File: src/rtl/distram14_pkg.sv
// distram14_pkg: shared types for the 14-bit distributed-RAM tap reader.
//   DAT_W       - sample width
//   sample_t    - one 14-bit sample
//   tap_state_e - tap FSM states (FILL, RUN, CHANGE)
package distram14_pkg;

    localparam int DAT_W = 14;

    typedef logic [DAT_W-1:0] sample_t;

    typedef enum logic [1:0] {
        FILL   = 2'd0,
        RUN    = 2'd1,
        CHANGE = 2'd2
    } tap_state_e;

endpackage

File: src/rtl/distram14_ram.sv
// distram14_ram: DEPTH x 14 simple dual-port distributed RAM.
// Synchronous write, asynchronous (combinational) read, no reset.
// Ports:
//   clk_i    - write clock
//   we_i     - write enable
//   waddr_i  - write address
//   wdata_i  - write data
//   raddr_i  - read address
//   rdata_o  - read data (combinational from raddr_i)
module distram14_ram
    import distram14_pkg::*;
#(
    parameter int DEPTH_LOG2 = 5
) (
    input  logic                  clk_i,
    input  logic                  we_i,
    input  logic [DEPTH_LOG2-1:0] waddr_i,
    input  sample_t               wdata_i,
    input  logic [DEPTH_LOG2-1:0] raddr_i,
    output sample_t               rdata_o
);

    sample_t mem [2**DEPTH_LOG2];

    // NOTE: the storage array has no reset so it maps onto LUT RAM; stale
    //       contents are hidden by the fill tracking in the tap reader.
    always_ff @(posedge clk_i) begin
        if (we_i) begin
            mem[waddr_i] <= wdata_i;
        end
    end

    assign rdata_o = mem[raddr_i];

endmodule

File: src/rtl/distram14_tap_reader.sv
// distram14_tap_reader: programmable-delay read tap on a circular history
// buffer. Each clock the input sample is written at the write pointer; the
// tap returns the sample written DELAY+1 clocks earlier.
// Ports:
//   clk_i        - sample clock
//   rst_n_i      - asynchronous active-low reset
//   dat_i        - input sample, written every clock
//   delay_i      - requested tap delay D
//   delay_wr_i   - load strobe for delay_i
//   delay_busy_o - high during the one-cycle change guard; loads ignored
//   delay_cur_o  - active tap delay
//   delay_err_o  - one-cycle pulse when a load was clamped to DEPTH-2
//   dat_o        - delayed sample (registered)
//   valid_o      - dat_o is a genuinely written sample at the active delay
// Build option:
//   DISTRAM14_TAP_ZERO_FILL_EN - force dat_o to zero whenever valid_o is low.
module distram14_tap_reader
    import distram14_pkg::*;
#(
    parameter int DEPTH_LOG2 = 5,
    parameter int INIT_DELAY = 4
) (
    input  logic                  clk_i,
    input  logic                  rst_n_i,
    input  sample_t               dat_i,
    input  logic [DEPTH_LOG2-1:0] delay_i,
    input  logic                  delay_wr_i,
    output logic                  delay_busy_o,
    output logic [DEPTH_LOG2-1:0] delay_cur_o,
    output logic                  delay_err_o,
    output sample_t               dat_o,
    output logic                  valid_o
);

    localparam int                  DEPTH     = 1 << DEPTH_LOG2;
    localparam logic [DEPTH_LOG2-1:0] MAX_DELAY = DEPTH_LOG2'(DEPTH - 2);
    localparam logic [DEPTH_LOG2-1:0] FILL_MAX  = DEPTH_LOG2'(DEPTH - 1);

    logic [DEPTH_LOG2-1:0] wptr_q,  wptr_d;
    logic [DEPTH_LOG2-1:0] fill_q,  fill_d;
    logic [DEPTH_LOG2-1:0] delay_q, delay_d;
    tap_state_e            state_q, state_d;
    sample_t               dat_q,   dat_d;
    logic                  valid_q, valid_d;
    logic                  err_q,   err_d;

    logic [DEPTH_LOG2-1:0] raddr;
    sample_t               rd_data;
    logic                  primed;
    logic                  load_acc;

    // Pre-edge write pointer minus (D+1); D+1 <= DEPTH-1 keeps raddr != wptr.
    assign raddr = wptr_q - delay_q - DEPTH_LOG2'(1);

    // fill >= D+1; fill saturates at DEPTH-1 and D <= DEPTH-2, so no overflow.
    assign primed   = (fill_q > delay_q);
    assign load_acc = delay_wr_i && (state_q != CHANGE);

    distram14_ram #(
        .DEPTH_LOG2 (DEPTH_LOG2)
    ) u_ram (
        .clk_i   (clk_i),
        .we_i    (1'b1),
        .waddr_i (wptr_q),
        .wdata_i (dat_i),
        .raddr_i (raddr),
        .rdata_o (rd_data)
    );

    // NOTE: every signal gets a default before any branch, so no path can
    //       leave one unassigned and infer a latch.
    always_comb begin
        wptr_d  = wptr_q + DEPTH_LOG2'(1);
        fill_d  = (fill_q == FILL_MAX) ? fill_q : fill_q + DEPTH_LOG2'(1);
        delay_d = delay_q;
        err_d   = 1'b0;
        state_d = state_q;

        unique case (state_q)
            FILL:    state_d = primed ? RUN : FILL;
            RUN:     state_d = RUN;
            CHANGE:  state_d = primed ? RUN : FILL;
            default: state_d = FILL;
        endcase

        // An accepted load overrides the normal transition; the read at this
        // edge still uses the old delay, the new one governs the next edge.
        if (load_acc) begin
            state_d = CHANGE;
            err_d   = (delay_i > MAX_DELAY);
            delay_d = (delay_i > MAX_DELAY) ? MAX_DELAY : delay_i;
        end

        valid_d = (state_d == RUN);

`ifdef DISTRAM14_TAP_ZERO_FILL_EN
        dat_d = valid_d ? rd_data : '0;
`else
        dat_d = rd_data;
`endif
    end

    // NOTE: sequential state uses non-blocking assignments so every flop
    //       samples pre-edge values regardless of statement order.
    always_ff @(posedge clk_i or negedge rst_n_i) begin
        if (!rst_n_i) begin
            wptr_q  <= '0;
            fill_q  <= '0;
            delay_q <= DEPTH_LOG2'(INIT_DELAY);
            state_q <= FILL;
            dat_q   <= '0;
            valid_q <= 1'b0;
            err_q   <= 1'b0;
        end else begin
            wptr_q  <= wptr_d;
            fill_q  <= fill_d;
            delay_q <= delay_d;
            state_q <= state_d;
            dat_q   <= dat_d;
            valid_q <= valid_d;
            err_q   <= err_d;
        end
    end

    assign delay_busy_o = (state_q == CHANGE);
    assign delay_cur_o  = delay_q;
    assign delay_err_o  = err_q;
    assign dat_o        = dat_q;
    assign valid_o      = valid_q;

endmodule

File: config.mk
export PLATFORM = sky130hd
export DESIGN_NAME = distram14_tap_reader
export DESIGN_NICKNAME = d
export VERILOG_FILES = /design/src/rtl/distram14_pkg.sv /design/src/rtl/distram14_ram.sv /design/src/rtl/distram14_tap_reader.sv
export SDC_FILE = /design/constraint.sdc
export NUM_CORES = 1
export LEC_CHECK = 0
export BUFFER_PORTS_ARGS = -buffer_cell sky130_fd_sc_hd__buf_2
export CELL_PAD_IN_SITES_DETAIL_PLACEMENT = 0
export CELL_PAD_IN_SITES_GLOBAL_PLACEMENT = 1
export CORE_MARGIN = 1.5
export CORE_UTILIZATION = 53
export DETAILED_ROUTE_END_ITERATION = 6
export GPL_ROUTABILITY_DRIVEN = 1
export PLACE_DENSITY_LB_ADDON = 0.05
export SYNTH_ARGS = -nofsm -noshare
export SYNTH_HDL_FRONTEND = slang
export SYNTH_SLANG_ARGS = --single-unit
File: constraint.sdc
create_clock -name clk_i -period 3.15 [get_ports clk_i]
set_input_delay 0.63 -clock clk_i [delete_from_list [all_inputs] [get_ports clk_i]]
set_output_delay 0.63 -clock clk_i [all_outputs]
set_load 0.01 [all_outputs]
==> impl_metrics.csv, run 1 <==
group,metric,value,unit
run_status,status,"complete, no violations",
grt,overflow,0,
logic_synthesis,ys_ff_latch,480,
cts,cts_made_buffers,50,
sta,worstMarginPinSlew,0.921,ns
floorplanning,ios,44,
sta,clock_skew,0.0115,ns
cts,clock-sinks,480,
grt,antenna_found_initial,2,
finish,final_common_cell,"edfxtp_1",
detailed_routing,ant_nets,0,
logic_synthesis,synth_cells,1227,
flow_run,drv_cap,0,
power_and_ir_drop,ir_drop,0.613,mV
cts,post-cts-setup-buffers,0,
placement,dp_hpwl,26400,um
detailed_routing,dr.pass1.iters,6,
cts,clk_pin_slew,0.06,ns
sta,setup_tns,0,ns
logic_synthesis,synth_area,19600,um^2
grt,grt_start_max_net_pins,113,
placement,gp_congestion,0.783,
sta,slew_viol_final,0,
logic_synthesis,syn_area_per_cell,16.0,um^2
sta,holdWs,0.185,ns
power_and_ir_drop,p_switching,5.78,mW
floorplanning,initial_core_util,53.7,%
power_and_ir_drop,seqPwrFrac,38.8,%
finish,syn_to_final_growth,13.9,%
power_and_ir_drop,cellInternalPower,12.8,mW
setup_path,critical_path_class,"reg2reg",
sta,fin_crit_sh,97.7,%
power_and_ir_drop,p_sw_share,31.1,%
cts,htree_levels,2,
sta,fmax,325,MHz
grt,grt_usage,24.1,%
setup_path,crit_start,"delay_cur_o[0]",
setup_path,rrSetupSlack,0.07,ns
logic_synthesis,seq_area_frac_synth,72.6,%
detailed_routing,vias,10800,
power_and_ir_drop,p_per_area,831,nW/um^2
detailed_routing,avgViaCountPerCell,5.92,
floorplanning,die-height,195,um
finish,final_cell_mix,"edfxtp_1, mux2i_1, nand3_1",
setup_path,reg2reg_from,"delay_cur_o[0]",
detailed_routing,drt_iter0_markers,854,
finish,fin_nets,1348,
cts,clk_latency,0.58,ns
cts,cts_resized,0,
floorplanning,coreArea,36500,um^2
detailed_routing,wl_per_cell,24.9,um
logic_synthesis,syn-num-nets,1265,
logic_synthesis,synth_cell_types,35,
setup_path,critPathCaptureType,"flip-flop",
detailed_routing,drc,0,
logic_synthesis,ys.warnings.count,0,
cts,clockBufferDepth,3,
floorplanning,die_area,38200,um^2
floorplanning,die_w,195,um
floorplanning,row_count,70,
sta,setup_violations,0,
setup_path,r2r_cells,10,
setup_path,crit_fanout,31,
setup_path,startpoint_type,"flip-flop",
setup_path,crit_end,"dat_o[13]",
power_and_ir_drop,power_frac_comb,30.9,%
sta,min_period,3.08,ns
setup_path,required,3.57,ns
sta,rsz0062_at_grt,"yes",
cts,cts.hold.buffers_added,0,
grt,grt_first_pass_wirelength,66700,um
setup_path,r2r_end,"dat_o[13]",
cts,tritoncts,"built",
hold_path,hold_class,"in2async",
cts,cts_root_buf,"clkbuf_16",
power_and_ir_drop,clock_power_share,30.3,%
finish,drive_above_1_share,15.6,%
power_and_ir_drop,p_leak,8.10,nW
placement,io_buffers,43,
sta,slew_headroom,38.3,%
setup_path,arrival,3.50,ns
detailed_routing,wl,45300,um
grt,grt_pass1_vias,10300,
sta,finalHoldViolCount,0,
==> worst min path at each step <==
stage / start / endpoint / slack [ns]
2_1_floorplan: rst_n_i / dat_o[0] / 0.33
3_3_place_gp: fill_q[3] / fill_q[3] / 0.50
3_5_place_dp: fill_q[3] / fill_q[3] / 0.51
4_1_cts: rst_n_i / dat_o[10] / 0.21
5_1_grt: rst_n_i / delay_cur_o[4] / 0.23
6_report: rst_n_i / delay_cur_o[4] / 0.19
==> cell type report <==
type / instances / area (um^2)
sequential: 480 / 14300
fill: 2742 / 14200
multi-input combinational: 655 / 4980
clock buffer: 61 / 1360
timing repair buffer: 112 / 903
tap: 468 / 586
clock inverter: 30 / 215
inverter: 11 / 43.8
antenna: 3 / 7.51
==> metal layers <==
layer	vias to the layer above	global-route usage, %	wire length [um]
li1	4932	-	-
met2	295	38.4	21400
met4	0	7.90	1330
met3	86	3.90	2390
met1	5453	34.3	20200
met5	-	0	0
==> critical path, stage by stage (launching register included) <==
cell,delay [ns]
dfrtp_1,0.40
inv_1,0.09
ha_4,0.17
fa_4,0.95
buf_12,0.28
buf_4,0.18
mux2i_1,0.23
nand3_1,0.10
nand4_1,0.19
mux2_2,0.22
mux2i_1,0.08
==> stage by stage <==
stage	total power [mW]	area (um^2)	instances	worst slack, ns	util [%]
detailed placement	13.0	20700	1725	0.0942	56.8
global route	19.3	22300	1817	-0.0327	61.2
global placement	13.0	20700	1725	0.131	56.8
finish	18.6	22400	1820	0.0718	61.2
floorplan	11.2	19600	1227	0.747	-
CTS	18.7	22300	1816	0.0655	61.1
==> registers in the layout, indices dropped and copies added (netlist names) <==
| signal | cells |
|---|---|
| delay_cur_o | 5 |
| delay_err_o | 1 |
| fill_q | 5 |
| u_ram.mem | 448 |
| state_q | 2 |
| wptr_q | 5 |
| dat_o | 14 |
==> cell usage after synthesis <==
master	number	area share (%)
buf_6	2	0.11
and3_1	1	0.032
buf_4	17	0.65
xnor2_2	1	0.083
nand2b_1	8	0.25
fa_1	1	0.10
xnor2_4	1	0.14
edfxtp_1	448	69
nor2_1	33	0.63
a21o_1	2	0.076
dfrtp_1	31	4.0
a21oi_1	3	0.076
nand4_1	56	1.8
or2_2	1	0.032
buf_2	15	0.38
clkinv_1	1	0.019
nand4b_1	2	0.089
clkbuf_1	33	0.63
o21a_1	2	0.076
o21ai_0	8	0.20
buf_1	14	0.27
nor2b_1	1	0.032
mux2_4	8	0.61
mux2_1	12	0.69
a21oi_4	1	0.083
ha_1	15	0.96
mux2_2	10	0.57
xor2_1	2	0.089
nand2_1	15	0.29
inv_1	10	0.19
mux2i_1	238	12
xnor2_1	6	0.27
nand3_1	227	5.8
dfstp_2	1	0.13
nor3_1	1	0.025
==> power by group through the flow <==
stage	clock network (mW)	registers [mW]	logic (mW)
4_1_cts	5.73	7.21	5.72
2_1_floorplan	0	7.34	3.85
3_3_place_gp	0	7.34	5.71
3_5_place_dp	0	7.34	5.69
5_1_grt	5.96	7.21	6.15
6_report	5.62	7.20	5.74
==> logic make-up after synthesis <==
family / count (synthesis) / share of synthesized area, %
XOR/XNOR: 10 / 0.580
AO/OA/AOI/OAI: 16 / 0.516
AND/OR/NAND/NOR: 345 / 8.96
buffers and inverters: 92 / 2.26
flip-flops: 480 / 72.6
multiplexers: 268 / 14.0
adder cells (fa/ha/maj): 16 / 1.06
Note: power is estimated with default switching activity, not from simulation.
==> inputs of run 2 (changes only) <==
--- a/config.mk
+++ b/config.mk
@@ -9,7 +9,7 @@
 export CELL_PAD_IN_SITES_DETAIL_PLACEMENT = 0
 export CELL_PAD_IN_SITES_GLOBAL_PLACEMENT = 1
 export CORE_MARGIN = 1.5
-export CORE_UTILIZATION = 53
+export CORE_UTILIZATION = 58
 export DETAILED_ROUTE_END_ITERATION = 6
 export GPL_ROUTABILITY_DRIVEN = 1
 export PLACE_DENSITY_LB_ADDON = 0.05
==> constraint.sdc (replaced) <==
create_clock -name clk_i -period 3.55 [get_ports clk_i]
set_input_delay 0.71 -clock clk_i [delete_from_list [all_inputs] [get_ports clk_i]]
set_output_delay 0.71 -clock clk_i [all_outputs]
set_load 0.01 [all_outputs]
==> run 2 against run 1 <==
Compared with the run above:
- register-to-register slack improved by 0.31 ns
- worst hold slack improved by 0.081 ns
- cell area is 1.6% lower
- critical path depth did not move
- via count fell by 1.3%
- first-iteration DRC count shrank 6.9%
- combinational power shrank 12%
- sequential share of layout area rose by 1.0 points
- critical path type unchanged
- largest cell class unchanged
- largest power group unchanged
- highest routed layer unchanged
==> impl_metrics.csv, run 2 (synthesis gave the netlist of run 1 again) <==
group,metric,value,unit
setup_path,cp_num_buf_inv,3,
setup_path,critical_path.top_delay_family,"adder cells",
finish,syn_to_final_growth,12.1,%
finish,final_cell_mix,"edfxtp_1, mux2i_1, nand3_1",
placement,gp_congestion,0.808,
sta,fin_crit_sh,89.3,%
setup_path,cp_cell_sequence,"inv_1 > ha_4 > fa_4 > buf_12 > buf_4 > mux2i_1 > nand3_1 > nand4_1 > mux2_1 > mux2i_1",
cts,post-cts-setup-buffers,0,
detailed_routing,ant_nets,0,
sta,fin_ws,0.381,ns
run_status,status,"complete, no violations",
detailed_routing,drt_iter0_markers,795,
sta,finalHoldViolCount,0,
floorplanning,die-height,187,um
setup_path,crit_start,"delay_cur_o[0]",
grt,grt_first_pass_wirelength,66300,um
detailed_routing,wl,44600,um
setup_path,cp_slowest_cell,"fa_4",
floorplanning,coreArea,33400,um^2
finish,max_flop_register,"u_ram.mem",
power_and_ir_drop,ir_drop,0.561,mV
sta,min_period,3.17,ns
cts,cts_resized,0,
cts,cts.hold.buffers_added,0,
setup_path,cpPeakStageDelay,0.87,ns
grt,antenna_found_initial,0,
cts,clockBufferDepth,3,
sta,slew_viol_final,0,
sta,setup_violations,0,
setup_path,rrSetupSlack,0.38,ns
setup_path,crit_end,"dat_o[9]",
cts,clock-sinks,480,
setup_path,cp_common_cell,"mux2i_1",
setup_path,crit_fanout,53,
floorplanning,ios,44,
setup_path,critical_path_class,"reg2reg",
sta,rsz0062_at_grt,"no",
floorplanning,initial_core_util,58.7,%
setup_path,startpoint_type,"flip-flop",
grt,overflow,0,
detailed_routing,drc,0,
cts,clk_pin_slew,0.06,ns
floorplanning,die_area,35000,um^2
setup_path,crit_cells,10,
setup_path,r2r_cells,10,
hold_path,hold_class,"in2async",
sta,clock_skew,0.0193,ns
cts,cts_made_buffers,48,
setup_path,required,4.01,ns
detailed_routing,vias,10600,
detailed_routing,avgViaCountPerCell,5.97,
setup_path,reg2reg_from,"delay_cur_o[0]",
power_and_ir_drop,p_leak,7.92,nW
finish,drive_above_1_share,13.5,%
placement,io_buffers,43,
sta,worstMarginPinSlew,0.863,ns
grt,grt_start_max_net_pins,113,
flow_run,drv_cap,0,
grt,grt_usage,26.0,%
power_and_ir_drop,p_per_area,727,nW/um^2
setup_path,r2r_end,"dat_o[9]",
detailed_routing,dr.pass1.iters,5,
placement,place_ws,0.300,ns
cts,clk_latency,0.55,ns
setup_path,arrival,3.63,ns
finish,final_common_cell,"edfxtp_1",
cts,cts_root_buf,"clkbuf_16",
finish,largest_register_ffs,448,
setup_path,critPathCaptureType,"flip-flop",
grt,grt_pass1_vias,10400,
cts,tritoncts,"built",
placement,dp_hpwl,24800,um
finish,fin_nets,1332,
cts,htree_levels,2,
floorplanning,die_w,187,um
sta,fmax,316,MHz
detailed_routing,wl_per_cell,25.0,um
sta,slew_headroom,42.2,%
sta,setup_tns,0,ns
floorplanning,row_count,67,
==> run 2: cell count changes in the layout (fill, tap and decap cells not counted), sizes merged <==
cell / delta
bufinv: -2
clkinv: -7
clkinvlp: -3
clkbuf: +6
buf: -13
inv: -1
==> run 2: through the flow <==
stage	hold WS, ns	cells	instance area [um^2]	utilization [%]	power, mW
floorplan	0.414	1227	19600	-	9.94
global placement	0.493	1692	20600	61.6	11.6
detailed placement	0.504	1692	20600	61.6	11.6
CTS	0.277	1777	22000	65.7	16.1
global route	0.323	1777	22000	65.7	16.6
finish	0.266	1780	22000	65.8	16.0
==> run 2: worst min path at each step <==
stage / from / to / slack [ns] / cells past startpoint
2_1_floorplan: rst_n_i / dat_o[0] / 0.41 / 0
3_3_place_gp: fill_q[3] / fill_q[3] / 0.49 / 1
3_5_place_dp: fill_q[3] / fill_q[3] / 0.50 / 1
4_1_cts: rst_n_i / delay_cur_o[4] / 0.28 / 1
5_1_grt: rst_n_i / delay_cur_o[1] / 0.32 / 1
6_report: rst_n_i / delay_cur_o[4] / 0.27 / 1
==> run 2: report_power, final <==
part	internal (mW)	switching, mW
clock	2.60	1.96
combinational	2.02	3.03
sequential	6.31	0.0850
==> run 2: metal layers <==
metal  share of wire, %  global-route usage, %  vias to the layer above
li1                   -                      -                     4898
met1                 45                   37.5                     5408
met2                 49                   42.3                      263
met3                4.7                   3.38                       58
met4                2.0                   6.85                        0
met5                  0                      0                        -
==> run 2: worst register-to-register path: stages, from the launching register on <==
cell and delay (ns):
dfrtp_1 0.40, inv_1 0.11, ha_4 0.18, fa_4 0.87, buf_12 0.34, buf_4 0.29
mux2i_1 0.10, nand3_1 0.09, nand4_1 0.17, mux2_1 0.36, mux2i_1 0.19
==> run 2: layout make-up <==
type,instances,area (um^2)
fill,2389,11500
multi-input combinational,655,4980
antenna,3,7.51
timing repair buffer,98,753
sequential,480,14300
tap,448,561
inverter,11,42.5
clock buffer,68,1300
clock inverter,17,93.8
